--- config.mk ---
export PLATFORM = sky130hd
export DESIGN_NAME = id_ex_fwd_stage
export DESIGN_NICKNAME = d
export VERILOG_FILES = /design/src/rtl/id_ex_fwd_stage.sv
export SDC_FILE = /design/constraint.sdc
export NUM_CORES = 1
export LEC_CHECK = 0
export ABC_AREA = 0
export BUFFER_PORTS_ARGS = -buffer_cell sky130_fd_sc_hd__buf_2
export CORE_ASPECT_RATIO = 1.1
export CORE_MARGIN = 2
export CORE_UTILIZATION = 43
export DETAILED_ROUTE_END_ITERATION = 8
export PLACE_DENSITY = 0.89
export REMOVE_ABC_BUFFERS = 1
export SLEW_MARGIN = 10
export SYNTH_ARGS = -nofsm -noshare
export SYNTH_HDL_FRONTEND = slang
export SYNTH_SLANG_ARGS = --single-unit
--- constraint.sdc ---
create_clock -name clk -period 1.8 [get_ports clk]
set_input_delay 0.09 -clock clk [delete_from_list [all_inputs] [get_ports clk]]
set_output_delay 0.09 -clock clk [all_outputs]
set_load 0.02 [all_outputs]
--- src/rtl/id_ex_fwd_stage.sv ---
// ID/EX pipeline register with load-use hazard detection, bubble insertion,
// forwarding select generation for the EX operand muxes and a saturating
// bubble counter.
`ifndef DATA_WIDTH
`define DATA_WIDTH 32
`endif

module id_ex_fwd_stage #(
  parameter int DATA_WIDTH = `DATA_WIDTH,
  parameter int REG_AW     = 5
) (
  input  logic                  clk,
  input  logic                  rst_n,
  input  logic                  flush,
  input  logic                  id_valid,
  output logic                  id_ready,
  input  logic [REG_AW-1:0]     id_rs1_addr,
  input  logic [REG_AW-1:0]     id_rs2_addr,
  input  logic [REG_AW-1:0]     id_rd_addr,
  input  logic [DATA_WIDTH-1:0] id_rs1_data,
  input  logic [DATA_WIDTH-1:0] id_rs2_data,
  input  logic                  id_reg_we,
  input  logic                  id_mem_rd,
  input  logic                  ex_ready,
  output logic                  ex_valid,
  output logic [DATA_WIDTH-1:0] ex_rs1_data,
  output logic [DATA_WIDTH-1:0] ex_rs2_data,
  output logic [REG_AW-1:0]     ex_rd_addr,
  output logic                  ex_reg_we,
  output logic                  ex_mem_rd,
  input  logic [REG_AW-1:0]     mem_rd_addr,
  input  logic                  mem_reg_we,
  input  logic [REG_AW-1:0]     wb_rd_addr,
  input  logic                  wb_reg_we,
  output logic [1:0]            fwd_sel_a,
  output logic [1:0]            fwd_sel_b,
  output logic [15:0]           stall_cnt
);

  logic                  valid_q, valid_d;
  logic                  reg_we_q, reg_we_d;
  logic                  mem_rd_q, mem_rd_d;
  logic [REG_AW-1:0]     rd_addr_q, rd_addr_d;
  logic [REG_AW-1:0]     rs1_addr_q, rs1_addr_d;
  logic [REG_AW-1:0]     rs2_addr_q, rs2_addr_d;
  logic [DATA_WIDTH-1:0] rs1_data_q, rs1_data_d;
  logic [DATA_WIDTH-1:0] rs2_data_q, rs2_data_d;
  logic [15:0]           stall_cnt_q, stall_cnt_d;

  logic adv;
  logic haz;

  // The EX slot can take a new instruction when empty or being consumed;
  // a load in EX feeding a source of the ID instruction forces one bubble.
  always_comb begin
    adv = !valid_q || ex_ready;
    haz = valid_q && mem_rd_q && reg_we_q && (rd_addr_q != '0) && id_valid &&
          ((id_rs1_addr == rd_addr_q) || (id_rs2_addr == rd_addr_q));
    id_ready = adv && !haz;
  end

  // Next state of the EX registers: hold, flush, bubble or load from ID.
  // Payload is only overwritten by a real instruction; the write/load
  // controls are cleared whenever the slot empties so a bubble is inert.
  always_comb begin
    valid_d     = valid_q;
    reg_we_d    = reg_we_q;
    mem_rd_d    = mem_rd_q;
    rd_addr_d   = rd_addr_q;
    rs1_addr_d  = rs1_addr_q;
    rs2_addr_d  = rs2_addr_q;
    rs1_data_d  = rs1_data_q;
    rs2_data_d  = rs2_data_q;
    stall_cnt_d = stall_cnt_q;
    if (adv) begin
      if (flush || haz || !id_valid) begin
        valid_d  = 1'b0;
        reg_we_d = 1'b0;
        mem_rd_d = 1'b0;
        if (!flush && haz && (stall_cnt_q != 16'hFFFF)) begin
          stall_cnt_d = stall_cnt_q + 16'd1;
        end
      end else begin
        valid_d    = 1'b1;
        reg_we_d   = id_reg_we;
        mem_rd_d   = id_mem_rd;
        rd_addr_d  = id_rd_addr;
        rs1_addr_d = id_rs1_addr;
        rs2_addr_d = id_rs2_addr;
        rs1_data_d = id_rs1_data;
        rs2_data_d = id_rs2_data;
      end
    end
  end

  // EX stage state register with asynchronous clear.
  always_ff @(posedge clk or negedge rst_n) begin
    if (!rst_n) begin
      valid_q     <= 1'b0;
      reg_we_q    <= 1'b0;
      mem_rd_q    <= 1'b0;
      rd_addr_q   <= '0;
      rs1_addr_q  <= '0;
      rs2_addr_q  <= '0;
      rs1_data_q  <= '0;
      rs2_data_q  <= '0;
      stall_cnt_q <= '0;
    end else begin
      valid_q     <= valid_d;
      reg_we_q    <= reg_we_d;
      mem_rd_q    <= mem_rd_d;
      rd_addr_q   <= rd_addr_d;
      rs1_addr_q  <= rs1_addr_d;
      rs2_addr_q  <= rs2_addr_d;
      rs1_data_q  <= rs1_data_d;
      rs2_data_q  <= rs2_data_d;
      stall_cnt_q <= stall_cnt_d;
    end
  end

  // Forwarding selects: MEM (newest) beats WB, x0 never forwards, and an
  // empty EX slot always selects the register-file operand.
  always_comb begin
    fwd_sel_a = 2'b00;
    fwd_sel_b = 2'b00;
    if (valid_q) begin
      if (mem_reg_we && (mem_rd_addr == rs1_addr_q) && (rs1_addr_q != '0)) begin
        fwd_sel_a = 2'b01;
      end else if (wb_reg_we && (wb_rd_addr == rs1_addr_q) && (rs1_addr_q != '0)) begin
        fwd_sel_a = 2'b10;
      end
      if (mem_reg_we && (mem_rd_addr == rs2_addr_q) && (rs2_addr_q != '0)) begin
        fwd_sel_b = 2'b01;
      end else if (wb_reg_we && (wb_rd_addr == rs2_addr_q) && (rs2_addr_q != '0)) begin
        fwd_sel_b = 2'b10;
      end
    end
  end

  assign ex_valid    = valid_q;
  assign ex_reg_we   = reg_we_q;
  assign ex_mem_rd   = mem_rd_q;
  assign ex_rd_addr  = rd_addr_q;
  assign ex_rs1_data = rs1_data_q;
  assign ex_rs2_data = rs2_data_q;
  assign stall_cnt   = stall_cnt_q;

endmodule

==> flow_summary.yaml <==
run_status:
  status: "finished with violations"
  violations: "setup timing"
placed_design:
  dp_hpwl_um: 8395
  routabilityCongestion: 0.8517
  dp_cells: 654
  io_buffer_count: 190
worst_setup_path:
  worstSetupPathType: "register to register"
  cp-end-kind: "register"
  arrival_ps: 2370
  crit_required_ps: 2050
  cp_max_fo: 6
  r2r_cells: 6
  cp-start-kind: "register"
route:
  via_count: 3932
  drc_errors: 0
  first_pass_iters: 4
  wl_per_cell_um: 19.87
  viasPerCell: 5.133
  routed_wl_um: 15220
  drt-initial-drc-count: 140
  ant_nets: 0
power_and_ir_drop:
  power.density_mw_per_mm2: 849.9
  clkPwrFrac_pct: 22.8
  report.power.total_mw: 6.510
  pwr-share-seq_pct: 42.6
  p_leak_nw: 3.936
  power_switching_mw: 2.096
  internal_power_mw: 4.415
  p_sw_share_pct: 32.19
  ir_drop_uv: 601.5
  combPwrFrac_pct: 34.7
layout:
  seq_area_sq_mm: 0.002452
  layout.nets: 739
  area_growth_pct: 75.62
  drive_gt1_share_pct: 59.69
  final_util_pct: 77.45
  nFillCells: 579
  layout.cells.non_filler: 766
  multi_input_area_sq_mm: 0.002397
sta:
  finalHoldViolations: 0
  final.period_utilization_pct: 118.0
  final_max_slew_viol_count: 0
  slew_headroom_pct: 70.95
  min_period_ps: 2124
  tightest_slew_ps: 435.7
  setup_viol: 100
  rsz0062_at_grt: "true"
  setup_ws_ps: -323.9
  fin_skew_ps: 13.22
  max_freq_mhz: 470.8
  hold_ws_ps: 23.35
  fin_setup_tns_ps: -27270
clock_tree:
  cts_root_buf: "clkbuf_8"
  cts_buffers: 9
  clk_pin_slew_ps: 100
  cts_htree_levels: 3
  cts_tree: "done"
  clk_latency_ps: 360
  clkSinkCount: 98
  clockBufferDepth: 2
job:
  max_cap_viol_count: 0
logic_synthesis:
  ys_ff_latch: 98
  synth_common_cells: "98 x dfrtp_1, 70 x mux2_2, 30 x xor2_1"
  yosysUniqueCellTypes: 37
  yosysWarnings: 0
  synth_area_leaders: "dfrtp_1 56%, mux2_2 18%, xor2_1 6.0%, mux2_4 3.4%, xnor2_1 2.6%"
  synth_edf_count: 0
  yosys.area.top_type: "dfrtp_1"
  netlist_instances: 313
  yosys.area.top_type_share_pct: 56.22
  synth.most_common_cell: "dfrtp_1"
  ys.flop_type: "dfrtp_1"
  syn_area_sq_mm: 0.004362
  avgSynthCellArea_sq_um: 13.94
  synth-async-reset-ratio_pct: 100.0
  yosysSeqAreaShare_pct: 56.22
floorplan:
  die_area_sq_mm: 0.01097
  die_h_um: 109.6
  core-area_sq_mm: 0.009889
  ioPinCount: 191
  dieWidth_um: 100.0
  rows: 38
  start_util_pct: 44.10
grt:
  grt.total_usage_pct: 23.93
  grt_overflow: 0
  grt_pass1_vias: 4210
  grt_max_degree: 46
  antenna_found_initial: 1
  grt_pass1_wl_um: 20300
worst_hold_path:
  hold_path_depth: 2
  min_path_type: "input pin to register"
## per-layer routing
metal / routed length [um] / vias up / GRT usage, % / share of wire, %
met2: 8323 / 164 / 45.70 / 55
met3: 768 / 35 / 5.849 / 5.0
met1: 5766 / 1966 / 25.91 / 38
met5: 0 / - / 0 / 0
li1: - / 1767 / - / -
met4: 365 / 0 / 7.828 / 2.4
## power by group through the flow
| stage | logic, mW | clock network, mW | registers, mW |
|---|---|---|---|
| floorplan | 0.564 | 0 | 3.13 |
| global placement | 1.61 | 0 | 2.75 |
| detailed placement | 1.67 | 0 | 2.77 |
| CTS | 1.92 | 1.50 | 2.74 |
| global route | 2.37 | 1.58 | 2.81 |
| finish | 2.26 | 1.48 | 2.77 |
## per-stage QoR
step,instance area (sq um),worst slack [ps]
floorplan,4258,-1913
global placement,5742,-223.9
detailed placement,5742,-214.0
CTS,7019,-248.1
global route,7660,-348.1
finish,7660,-323.9
## flip-flops by register name, indices dropped and copies added, names as in the netlist
| register | cells |
|---|---|
| ex_rd_addr | 5 |
| rs2_addr_q | 5 |
| ex_reg_we | 1 |
| ex_mem_rd | 1 |
| ex_rs2_data | 32 |
| stall_cnt | 16 |
| ex_valid | 1 |
| ex_rs1_data | 32 |
| rs1_addr_q | 5 |
## placed cells by master, fill, tap and decap left out, types with 4 or more instances in the layout
cell type      instances
nand2_1                8
dlygate4sd3_1         78
nand3_1                6
nor3_4                 6
nor3_2                 4
buf_2                186
nor4_4                 6
clkbuf_16              5
buf_12                 6
xnor2_1                8
dfrtp_1               98
xor2_1                27
nand4_1                7
mux2_4                79
clkbuf_8              11
buf_6                 14
xnor2_2                5
and2_1                 4
buf_8                  6
nor2_1                 5
buf_4                 32
## worst paths after layout
check | startpoint | to | slack [ps]
worst max-delay path | ex_rd_addr[1]$_DFFE_PN0P_ | ex_rs2_data[8]$_DFFE_PN0P_ | -320
worst min-delay path | id_rs1_addr[2] | rs1_addr_q[2]$_DFFE_PN0P_ | 20
worst max register to register | ex_rd_addr[1]$_DFFE_PN0P_ | ex_rs2_data[8]$_DFFE_PN0P_ | -320
worst min register to register | stall_cnt[13]$_DFFE_PN0P_ | stall_cnt[13]$_DFFE_PN0P_ | 510
max in group asynchronous | rst_n | ex_rs2_data[3]$_DFFE_PN0P_ | 1000
min in group asynchronous | rst_n | ex_rd_addr[3]$_DFFE_PN0P_ | 210
## layout make-up
class                   instances  share of cell area [%]
well taps                     120                   1.960
multi-input cells             202                   31.30
diodes                          1                 0.03267
flip-flops and latches         98                   32.02
inverters                       2                 0.09801
clock inverters                 4                  0.6534
clock buffers                  12                   2.025
repair buffers                327                   31.92
## cells by family after synthesis
| logic type | Yosys count | synth area share [%] |
|---|---|---|
| compound gates | 9 | 2.123 |
| fa+ha+maj | 1 | 0.2868 |
| flops | 98 | 56.22 |
| simple gates | 68 | 8.664 |
| mux | 80 | 21.51 |
| xor+xnor | 43 | 8.635 |
| buf+inv | 14 | 2.553 |
## what timing repair did
action                                 CTS  global route
hold buffers                            78             0
setup endpoints to repair              100           102
gates resized for setup                 58            91
endpoints found under the hold margin  106             0
buffers inserted                         1             7
gates cloned                             1             8
pin swaps                               20            23
## critical path, cell delays in order, from the launching register on
cell	delay [ps]
dfrtp_1	420
or4_4	560
o21ai_4	210
buf_6	130
o21a_4	190
clkbuf_16	180
mux2_4	300
Note: power is estimated with default switching activity, not from simulation.
